`src/rtl/encoder_seg_pkg.sv`:
```
// Shared constants for the encoder display path: seven-segment glyphs
// (active-low, dp in bit 7) and digit-enable codes.
package encoder_seg_pkg;

    localparam logic [7:0] SEG_HEX [0:15] = '{
        8'hC0, 8'hF9, 8'hA4, 8'hB0,
        8'h99, 8'h92, 8'h82, 8'hF8,
        8'h80, 8'h90, 8'h88, 8'h83,
        8'hC6, 8'hA1, 8'h86, 8'h8E
    };
    localparam logic [7:0] SEG_DASH = 8'hBF;
    localparam logic [7:0] SEG_OFF  = 8'hFF;

    localparam logic [1:0] AN_OFF = 2'b11;
    localparam logic [1:0] AN_D0  = 2'b10;
    localparam logic [1:0] AN_D1  = 2'b01;

    typedef enum logic {
        DIG0 = 1'b0,
        DIG1 = 1'b1
    } dig_sel_e;

endpackage

```
`src/rtl/encoder_seg_hex_decoder.sv`:
```
// Combinational nibble-to-glyph lookup for an active-low seven-segment digit.
module seg_hex_decoder
    import encoder_seg_pkg::*;
(
    input  logic [3:0] nib,
    output logic [7:0] seg
);

    // glyph table lookup
    always_comb begin
        seg = SEG_HEX[nib];
    end

endmodule

```
`src/rtl/encoder_seg_disp.sv`:
```
// Deglitches the priority-encoder result, counts accepted changes and drives
// a two-digit multiplexed seven-segment display (index / change-count nibble).
module encoder_seg_disp
    import encoder_seg_pkg::*;
#(
    parameter int CLK_DIV    = 50000,
    parameter int STABLE_CYC = 4
) (
    input  logic       i_clk,
    input  logic       i_rst,
    input  logic [3:0] i_num,
    output logic       o_valid,
    output logic [2:0] o_idx,
    output logic       o_chg,
    output logic [7:0] o_chg_cnt,
    output logic [7:0] o_seg,
    output logic [1:0] o_an
);

    localparam int CW = (STABLE_CYC > 1) ? $clog2(STABLE_CYC) : 1;
    localparam int DW = $clog2(CLK_DIV);
    localparam logic [CW-1:0] CNT_MAX = CW'(STABLE_CYC - 1);
    localparam logic [DW-1:0] DIV_MAX = DW'(CLK_DIV - 1);

    logic [3:0]    sample_r;
    logic [3:0]    cand_r;
    logic [3:0]    held_r;
    logic [CW-1:0] stab_cnt_r;
    logic [DW-1:0] div_r;
    dig_sel_e      sel_r;

    logic          accept_s;
    logic          tick_s;
    logic [3:0]    dec_nib_s;
    logic [7:0]    glyph_s;
    logic [7:0]    seg_next_s;
    logic [1:0]    an_next_s;

    assign o_valid = held_r[3];
    assign o_idx   = held_r[2:0];

    // accept only a candidate that has been stable long enough and differs from the held value
    always_comb begin
        accept_s = (sample_r == cand_r) && (stab_cnt_r == CNT_MAX) && (cand_r != held_r);
        tick_s   = (div_r == DIV_MAX);
    end

    // input sample, candidate tracking and stability counter
    always_ff @(posedge i_clk or posedge i_rst) begin
        if (i_rst) begin
            sample_r   <= 4'h0;
            cand_r     <= 4'h0;
            stab_cnt_r <= '0;
        end else begin
            sample_r <= i_num;
            if (sample_r != cand_r) begin
                cand_r     <= sample_r;
                stab_cnt_r <= '0;
            end else if (stab_cnt_r < CNT_MAX) begin
                stab_cnt_r <= stab_cnt_r + CW'(1);
            end else begin
                stab_cnt_r <= stab_cnt_r;
            end
        end
    end

    // held value, change pulse and wrapping change counter
    always_ff @(posedge i_clk or posedge i_rst) begin
        if (i_rst) begin
            held_r    <= 4'h0;
            o_chg     <= 1'b0;
            o_chg_cnt <= 8'd0;
        end else if (accept_s) begin
            held_r    <= cand_r;
            o_chg     <= 1'b1;
            o_chg_cnt <= o_chg_cnt + 8'd1;
        end else begin
            o_chg <= 1'b0;
        end
    end

    // refresh divider; each wrap flips the active digit
    always_ff @(posedge i_clk or posedge i_rst) begin
        if (i_rst) begin
            div_r <= '0;
            sel_r <= DIG0;
        end else if (tick_s) begin
            div_r <= '0;
            sel_r <= (sel_r == DIG0) ? DIG1 : DIG0;
        end else begin
            div_r <= div_r + DW'(1);
        end
    end

    // single decoder shared by both digits
    always_comb begin
        case (sel_r)
            DIG0:    dec_nib_s = {1'b0, held_r[2:0]};
            DIG1:    dec_nib_s = o_chg_cnt[3:0];
            default: dec_nib_s = 4'h0;
        endcase
    end

    seg_hex_decoder u_dec (
        .nib (dec_nib_s),
        .seg (glyph_s)
    );

    // next display drive; digit 0 shows a dash while nothing is valid
    always_comb begin
        case (sel_r)
            DIG0: begin
                an_next_s  = AN_D0;
                seg_next_s = held_r[3] ? glyph_s : SEG_DASH;
            end
            DIG1: begin
                an_next_s  = AN_D1;
                seg_next_s = glyph_s;
            end
            default: begin
                an_next_s  = AN_OFF;
                seg_next_s = SEG_OFF;
            end
        endcase
    end

    // display output registers
    always_ff @(posedge i_clk or posedge i_rst) begin
        if (i_rst) begin
            o_seg <= SEG_OFF;
            o_an  <= AN_OFF;
        end else begin
            o_seg <= seg_next_s;
            o_an  <= an_next_s;
        end
    end

endmodule

```
`config.mk`:
```
export PLATFORM = sky130hd
export DESIGN_NAME = encoder_seg_disp
export DESIGN_NICKNAME = d
export VERILOG_FILES = /design/src/rtl/encoder_seg_pkg.sv /design/src/rtl/encoder_seg_hex_decoder.sv /design/src/rtl/encoder_seg_disp.sv
export SDC_FILE = /design/constraint.sdc
export NUM_CORES = 1
export LEC_CHECK = 0
export ABC_CLOCK_PERIOD_IN_PS = 4100
export CORE_MARGIN = 5
export CORE_UTILIZATION = 50
export CTS_CLUSTER_SIZE = 10
export DETAILED_ROUTE_END_ITERATION = 10
export GPL_TIMING_DRIVEN = 0
export HOLD_SLACK_MARGIN = 0.02
export PLACE_DENSITY = 0.75
export SYNTH_ARGS = -nofsm -noshare
export SYNTH_HDL_FRONTEND = slang
export SYNTH_HIERARCHICAL = 1
export SYNTH_SLANG_ARGS = --single-unit
```
`constraint.sdc`:
```
create_clock -name i_clk -period 4.1 [get_ports i_clk]
set_input_delay 1.025 -clock i_clk [delete_from_list [all_inputs] [get_ports i_clk]]
set_output_delay 1.025 -clock i_clk [all_outputs]
set_load 0.1 [all_outputs]
```
==> qor.txt, run 1 <==
die area: 6260 µm²
DP HPWL: 2950 µm
Post-CTS Resized: 0
port bufs: 28
crit path cell chain: clkdlybuf4s50_1
GRT Total Usage: 14.2%
crit share post-route: 73.1%
FF-to-FF path depth: 6
commonest cells after routing, fill and taps aside: 40 x dfrtp_1, 28 x clkdlybuf4s50_1, 22 x nor2_1, 16 x xnor2_1, 15 x xor2_1
number of stages on the worst setup path: 1
commonest non-fill, non-tap cell in the layout: dfrtp_1
Main synth FF type: dfrtp_1
antenna viol nets, final: 0
WL/cell: 13.4 µm
Starting Density: 50.9%
CTS buffer count: 5
height of the die: 79.1 µm
clock sinks: 50
average vias per placed instance: 5.16
GPL Wtd Cong: 0.807
post-synth net total: 220
async set or reset register ratio after synthesis: 100%
final instance area: 2850 µm²
sequential fraction of the synthesis area: 52.9%
Hold Path Class: flip-flop to flip-flop
RSZ-0062 raised after global routing: false
clk_skew: 0.00783 ns
Synth cell types: 33
clk slew on worst S/H paths: 0.09 ns
CTS tree: done
root buffer cell: clkbuf_8
Area growth syn-to-layout: 19.2%
largest net degree at the start of global routing: 42
r2r endpoint: o_seg[3]
GRT met1 Usage: 16.7%
Post-Syn Area: 2390 µm²
#FFs+latches synth: 50
Sum Neg Setup Slack: 0 ns
sequential cell area: 1260 µm²
Power Density: 289 nW/µm²
FP Rows: 25
number of synthesized flops with an enable pin: 0
filler instances: 399
critical path startpoint category: flip-flop
Rel. slew slack: 34.3%
critical path's slowest cell: clkdlybuf4s50_1
vias in the first global route: 1,508
GR Util met3: 4.54%
cells after synthesis: 204
first-pass GRT wire length: 6920 µm
Max Slew Vio Count: 0
share of layout cells above drive strength 1: 17.8%
WP buf/inv: 1
final hold violation count: 0
slowest stage delay, CP: 1.14 ns
Worst setup EP type: output pin
cell family with most CP delay: buffers and inverters
Static Leak: 1.23 nW
die width: 79.1 µm
Worst-Skew Late Latency: 0.30 ns
final wirelength: 3960 µm
GRT busiest layer: met2
Crit path arrival time: 1.97 ns
I/O Pins: 29
met2 global-route usage: 24.2%
setup bufs post-CTS: 0
Clock Path Buffers: 2
CP Launch Point: o_seg[3]
CORE AREA: 4690 µm²
WHS: 0.467 ns
FF-to-FF Start: sel_r
# DRC: 0
crit path to: o_seg[3]
crit path kind: flip-flop to output pin
total of max-cap violations: 0
grt ovf: 0
H-tree levels: 2
Required @ worst endpoint: 3.07 ns
utilization after layout: 60.7%
multi-input logic area: 1040 µm²
fmax: 0.334 GHz
initial antenna violation count: 0
outcome: complete, no violations
Period minus WS final: 3.00 ns
NumNets Final: 256
Peak VDD IR: 0.000153 V
First-pass DRT Iterations: 4
DRT iter0 DRCs: 79
Crit Path Max Fanout: 1
synth warn: 6
cts hold-fix bufs: 0
Syn Area/Cell: 11.7 µm²
Least-Margin Pin Slew: 0.983 ns
FF-to-FF setup slack: 1.98 ns
final setup violation count: 0
# diodes: 0
placed instance area: 2760 µm²
via count: 1,522
==> routing by layer <==
layer | vias up | wire length [µm]
li1 | 759 | -
met1 | 728 | 1740
met2 | 26 | 1980
met3 | 9 | 160
met4 | 0 | 77
met5 | - | 0
==> report_power, final <==
part            total, W  internal, W  switching [W]
Combinational  0.0000301    0.0000126      0.0000175
Clock           0.000292     0.000136       0.000156
Sequential      0.000502     0.000498     0.00000400
==> state kept, by name, indices dropped and copies added (netlist names) <==
| name | cells |
|---|---|
| o_chg_cnt | 8 |
| stab_cnt_r | 2 |
| o_an | 2 |
| cand_r | 4 |
| o_seg | 8 |
| sel_r | 1 |
| sample_r | 4 |
| o_chg | 1 |
| held_r | 4 |
| div_r | 16 |
==> cell usage after synthesis, types with 6 or more instances <==
cell / instances / area share (%)
nand3_1: 9 / 1.9
xor2_1: 15 / 5.5
dfrtp_1: 40 / 42
nor4_1: 6 / 1.6
xnor2_1: 16 / 5.9
nor2_1: 22 / 3.5
mux2_2: 9 / 4.2
or2_2: 7 / 1.8
nand4_1: 8 / 2.1
inv_1: 11 / 1.7
nor3_1: 7 / 1.5
ha_1: 10 / 5.2
dfstp_2: 10 / 11
==> worst min path at each step <==
stage / from / to / slack, ns / cells past startpoint
after floorplan: sel_r / o_an[0] / 0.43 / 0
after global placement: sample_r[0] / cand_r[0] / 0.46 / 1
after detailed placement: o_chg_cnt[7] / o_chg_cnt[7] / 0.46 / 1
after CTS: sample_r[2] / cand_r[2] / 0.47 / 1
after global routing: o_chg_cnt[7] / o_chg_cnt[7] / 0.49 / 1
final: sample_r[2] / cand_r[2] / 0.47 / 1
==> logic make-up after synthesis <==
kind of cell             share of synthesized area (%)
XOR/XNOR                                          11.4
AO/OA/AOI/OAI                                     2.93
AND/OR/NAND/NOR                                   16.4
multiplexers                                      7.44
other                                            0.157
buffers and inverters                             3.51
flip-flops                                        52.9
adder cells (fa/ha/maj)                           5.24
==> metrics by stage <==
| stage | worst slack, ns | total power [W] | cells |
|---|---|---|---|
| detailed placement | 1.42 | 0.000543 | 287 |
| global route | 1.03 | 0.000861 | 295 |
| CTS | 1.08 | 0.000839 | 295 |
| global placement | 0.980 | 0.000540 | 286 |
| floorplan | 1.50 | 0.000530 | 204 |
| finish | 1.10 | 0.000824 | 295 |
==> layout make-up <==
class                   instances  area share, %
plain buffers                   8           1.49
clock buffers                   7           3.03
clock inverters                 1          0.176
inverters                      11           1.45
multi-input cells             135           36.6
flip-flops and latches         50           44.4
well taps                      54           2.37
repair buffers                 29           10.5
No activity file was read; power rests on OpenSTA's default activity.
==> run 2, diff against run 1 <==
--- a/config.mk
+++ b/config.mk
@@ -5,7 +5,7 @@
 export SDC_FILE = /design/constraint.sdc
 export NUM_CORES = 1
 export LEC_CHECK = 0
-export ABC_CLOCK_PERIOD_IN_PS = 4100
+export ABC_CLOCK_PERIOD_IN_PS = 3000
 export CORE_MARGIN = 5
 export CORE_UTILIZATION = 50
 export CTS_CLUSTER_SIZE = 10
==> constraint.sdc (replaced) <==
create_clock -name i_clk -period 3 [get_ports i_clk]
set_input_delay 0.75 -clock i_clk [delete_from_list [all_inputs] [get_ports i_clk]]
set_output_delay 0.75 -clock i_clk [all_outputs]
set_load 0.1 [all_outputs]
==> results of run 2 <==
Same layout as run 1 (identical final DEF). Status: complete, no violations.
Main changes from that run: setup slack after placement 1.42 ns -> 0.599 ns; setup slack after layout 1.10 ns -> 0.278 ns; register-to-register setup slack 1.98 ns -> 0.88 ns; total power 0.000824 W -> 0.00113 W; worst IR drop on VDD 0.000153 V -> 0.000210 V
==> run 3, diff against run 2 <==
--- a/config.mk
+++ b/config.mk
@@ -5,9 +5,9 @@
 export SDC_FILE = /design/constraint.sdc
 export NUM_CORES = 1
 export LEC_CHECK = 0
-export ABC_CLOCK_PERIOD_IN_PS = 3000
 export CORE_MARGIN = 5
 export CORE_UTILIZATION = 50
+export CTS_BUF_LIST = sky130_fd_sc_hd__clkbuf_8 sky130_fd_sc_hd__clkbuf_16
 export CTS_CLUSTER_SIZE = 10
 export DETAILED_ROUTE_END_ITERATION = 10
 export GPL_TIMING_DRIVEN = 0
==> run 3 against run 2 <==
Cell count did not move; critical path type unchanged; first-iteration DRC count unchanged; cell area is the same; combinational power is essentially flat; largest cell class unchanged; worst setup slack lost 0.0019 ns; global-route usage did not move; register-to-register slack hardly changed.
==> qor.txt, run 3 (same netlist as run 1, synthesis figures left out) <==
outcome: complete, no violations
WL/cell: 13.4 µm
Design Power: 0.00112 W
share of layout cells above drive strength 1: 17.8%
largest net degree at the start of global routing: 42
Power Density: 395 nW/µm²
Clock Path Buffers: 2
antenna viol nets, final: 0
Crit Path Max Fanout: 1
cts hold-fix bufs: 0
Net Switching: 0.000243 W
final setup violation count: 0
GPL Wtd Cong: 0.807
WP buf/inv: 1
NumNets Final: 256
Static Leak: 1.23 nW
slowest stage delay, CP: 1.14 ns
root buffer cell: clkbuf_8
clock power share: 35.3%
Max Slew Vio Count: 0
Largest register FFs: 16
Logic pwr share: 3.7%
crit path cell chain: clkdlybuf4s50_1
# diodes: 0
Starting Density: 50.9%
RSZ-0062 raised after global routing: false
final hold violation count: 0
via count: 1,523
commonest cells after routing, fill and taps aside: 40 x dfrtp_1, 28 x clkdlybuf4s50_1, 22 x nor2_1, 16 x xnor2_1, 15 x xor2_1
DRT iter0 DRCs: 79
GRT Total Usage: 14.2%
Period minus WS final: 2.72 ns
DP HPWL: 2950 µm
fin worst setup slack: 0.276 ns
Sum Neg Setup Slack: 0 ns
# DRC: 0
clk_skew: 0.00783 ns
Required @ worst endpoint: 2.25 ns
post-place setup slack: 0.599 ns
Worst setup EP type: output pin
WHS: 0.467 ns
Least-Margin Pin Slew: 0.983 ns
average vias per placed instance: 5.16
setup bufs post-CTS: 0
final wirelength: 3960 µm
crit path kind: flip-flop to output pin
first-pass GRT wire length: 6920 µm
top flop regs: div_r: 16 flops, o_chg_cnt: 8 flops, o_seg: 8 flops
First-pass DRT Iterations: 4
cell family with most CP delay: buffers and inverters
height of the die: 79.1 µm
Worst-Skew Late Latency: 0.30 ns
Cell Int Power: 0.000881 W
critical path startpoint category: flip-flop
Hold Path Class: flip-flop to flip-flop
die width: 79.1 µm
initial antenna violation count: 0
FP Rows: 25
Sw Ratio: 21.6%
H-tree levels: 2
Reg power frac: 61.1%
fmax: 0.367 GHz
CTS buffer count: 5
Post-CTS Resized: 0
clock sinks: 50
CTS tree: done
Rel. slew slack: 34.3%
crit share post-route: 90.8%
Peak VDD IR: 0.000210 V
clk slew on worst S/H paths: 0.09 ns
Crit path arrival time: 1.97 ns
die area: 6260 µm²
total of max-cap violations: 0
commonest non-fill, non-tap cell in the layout: dfrtp_1
Biggest register: div_r
I/O Pins: 29
vias in the first global route: 1,508
port bufs: 28
critical path's slowest cell: clkdlybuf4s50_1
grt ovf: 0
Area growth syn-to-layout: 19.2%
CORE AREA: 4690 µm²
run 3: power groups by stage:
stage          registers [W]  logic (W)  clock network (W)
6_report            0.000686  0.0000411           0.000396
5_1_grt             0.000687  0.0000469           0.000439
4_1_cts             0.000686  0.0000430           0.000414
3_5_place_dp        0.000699  0.0000429                  0
3_3_place_gp        0.000699  0.0000386                  0
2_1_floorplan       0.000700  0.0000251                  0
run 3: metal layers:
layer | global-route usage, % | share of wire [%]
met2 | 24.2 | 50
met3 | 4.54 | 4.0
met4 | 5.50 | 1.9
met5 | 0 | 0
met1 | 16.7 | 44
run 3: worst register-to-register path, delay by kind of cell, from the launching register on:
family | cells | cell delay (ns)
flip-flops | 1 | 0.46
buffers and inverters | 2 | 0.17
AND/OR/NAND/NOR | 1 | 0.30
multiplexers | 2 | 0.82
adder cells (fa/ha/maj) | 1 | 0.29
run 3: layout make-up:
| cell class | instances | area (µm²) |
|---|---|---|
| Clock buffer | 6 | 82.6 |
| Timing Repair Buffer | 29 | 300 |
| Multi-Input combinational cell | 135 | 1040 |
| Sequential cell | 50 | 1260 |
| Tap cell | 54 | 67.6 |
| Buffer | 8 | 42.5 |
| Fill cell | 399 | 1840 |
| Inverter | 11 | 41.3 |
| Clock inverter | 2 | 8.76 |
run 3: through the flow:
step / std cells / instance area (µm²) / utilization (%)
5_1_grt: 295 / 2850 / 60.7
3_5_place_dp: 287 / 2760 / 58.7
4_1_cts: 295 / 2850 / 60.7
3_3_place_gp: 286 / 2740 / 58.3
6_report: 295 / 2850 / 60.7
2_1_floorplan: 204 / 2390 / -
run 3: worst paths after layout:
path / startpoint / endpoint / slack, ns / depth (start not counted)
max in group asynchronous: i_rst / o_seg[6] / 1.78 / 3
max: o_seg[3] / o_seg[3] / 0.28 / 1
max reg2reg: sel_r / o_seg[3] / 0.88 / 6
min: sample_r[2] / cand_r[2] / 0.47 / 1
min in group asynchronous: i_rst / div_r[3] / 0.68 / 2
min reg2reg: sample_r[2] / cand_r[2] / 0.47 / 1
==> RTL edit: new RTL, flow settings as in run 3 <==
The output `o_seg` loses its register stage (`o_seg` becomes a continuous assignment).
--- a/src/rtl/encoder_seg_disp.sv
+++ b/src/rtl/encoder_seg_disp.sv
@@ -129,6 +129,4 @@
         if (i_rst) begin
-            o_seg <= SEG_OFF;
             o_an  <= AN_OFF;
         end else begin
-            o_seg <= seg_next_s;
             o_an  <= an_next_s;
@@ -137,2 +135,4 @@
 
+    assign o_seg = seg_next_s;
+
 endmodule
Check against the original RTL: not equivalent (a bounded check fails within 4 cycles, from zero or initial values and one cycle with i_rst high).
==> RTL edit against run 3 <==
- the run now ends with negative setup slack left
- area after synthesis down 9.5%
- power down 5.2%
- hold slack better by 0.0087 ns
- wire length down 1.5%
- design area down 2.0%
- synthesized cell count down 7.4%
- critical path depth up 7
- clock power up 14%
- worst setup slack worse by 0.30 ns
- sequential power down 16%
- combinational power down 11%
- fmax down 9.9%
- sequential cell count down 8
- highest routed layer unchanged
==> RTL edit: results (changes against run 3) <==
{| class="wikitable"
! Metric !! Value
|-
| Result of the run || finished, violations left (was completed)
|-
| Violated checks || negative setup slack
|-
| Setup slack after layout || -0.02291 ns (was 0.2764 ns)
|-
| Cts repair resizes || 61 (was 0)
|-
| Final HPWL DP || 2625 um (was 2946 um)
|-
| Dominant cells by area after synthesis || sky130_fd_sc_hd__dfrtp_1 46%, sky130_fd_sc_hd__xor2_1 7.3%, sky130_fd_sc_hd__ha_1 5.8%, sky130_fd_sc_hd__mux2_2 4.7%, sky130_fd_sc_hd__xnor2_1 4.5% (was sky130_fd_sc_hd__dfrtp_1 42%, sky130_fd_sc_hd__dfstp_2 11%, sky130_fd_sc_hd__xnor2_1 5.9%, sky130_fd_sc_hd__xor2_1 5.5%, sky130_fd_sc_hd__ha_1 5.2%)
|-
| Setup Slack @ Placement || -0.9283 ns (was 0.5987 ns)
|-
| Adder and majority gate portion of the synthesized area || 5.790% (was 5.238%)
|-
| Share of synthesized area occupied by flip-flops and latches || 48.76% (was 52.91%)
|-
| Proportion of synthesized area in mux cells || 8.222% (was 7.438%)
|-
| Fillcell total || 345 (was 399)
|-
| Post-route met1 wirelength || 1843 um (was 1748 um)
|-
| Max transition margin || 34.88% (was 34.27%)
|-
| Maximum number of pins on one net before global-route repair || 43 (was 42)
|-
| Worst Min Path Start || sample_r[0] (was sample_r[2])
|-
| Final Instance Count excl. Fillers || 288 (was 295)
|-
| PortBufs || 27 (was 28)
|-
| Start of the worst register-to-register path || held_r[1] (was sel_r)
|-
| Post-synthesis instance total || 189 (was 204)
|-
| Pwr/cell area || 381.7 nW/um^2 (was 394.6 nW/um^2)
|-
| GRT Util Overall || 15.18% (was 14.20%)
|-
| Number of buffers inserted to repair setup after CTS || 7 (was 0)
|-
| Post-synthesis xor/xnor area fraction || 11.75% (was 11.37%)
|-
| Met2 layer wire length in the routed design || 1835 um (was 1974 um)
|-
| Setup-failing EPs final || 3 (was 0)
|-
| Largest vdd supply drop || 246.8 uV (was 209.7 uV)
|-
| Instance area at placement || 2521 um^2 (was 2756 um^2)
|}
## RTL edit: cell count changes after synthesis, sizes merged, moves of 3 or more
cell / delta
nor2: -7
dfstp: -8
and4: +5
xor2: +3
inv: -5
xnor2: -5
nor4: -6
## RTL edit: cells by family (layout without fill, tap and decap cells)
| group | Yosys count | after routing |
|---|---|---|
| buf+inv | 15 | 62 |
| xor+xnor | 29 | 29 |
| fa+ha+maj | 10 | 10 |
| other cells | 1 | 1 |
| simple gates | 67 | 67 |
| mux | 15 | 15 |
| flops | 42 | 42 |
| compound gates | 10 | 10 |
## RTL edit: worst max path at each step
stage / slack, ns / cells after the start / startpoint / end
2_1_floorplan: -0.09 / 3 / o_chg_cnt[3] / o_seg[3]
3_3_place_gp: -0.88 / 8 / sel_r / o_seg[0]
3_5_place_dp: -0.93 / 8 / sel_r / o_seg[0]
4_1_cts: -0.04 / 7 / sel_r / o_seg[3]
5_1_grt: -0.11 / 8 / sel_r / o_seg[0]
6_report: -0.02 / 8 / sel_r / o_seg[2]
## RTL edit: power by group
part / leakage, nW / total, mW / internal, mW / switching [mW]
clock: 0.0626 / 0.451 / 0.268 / 0.183
sequential: 0.537 / 0.577 / 0.572 / 0.00536
combinational: 0.674 / 0.0364 / 0.0148 / 0.0215
## RTL edit: final cells by class
| cell class | count | area share [%] |
|---|---|---|
| repair buffers | 39 | 14.08 |
| inverters | 6 | 0.9865 |
| clock inverters | 2 | 1.211 |
| plain buffers | 9 | 1.749 |
| multi-input cells | 132 | 38.34 |
| flip-flops and latches | 42 | 38.34 |
| well taps | 52 | 2.332 |
| clock buffers | 6 | 2.960 |
## RTL edit: routing by layer
metal	up-vias	track usage (%)
met4	0	5.825
met5	-	0
met1	708	20.27
met3	6	2.770
met2	24	24.52
li1	739	-
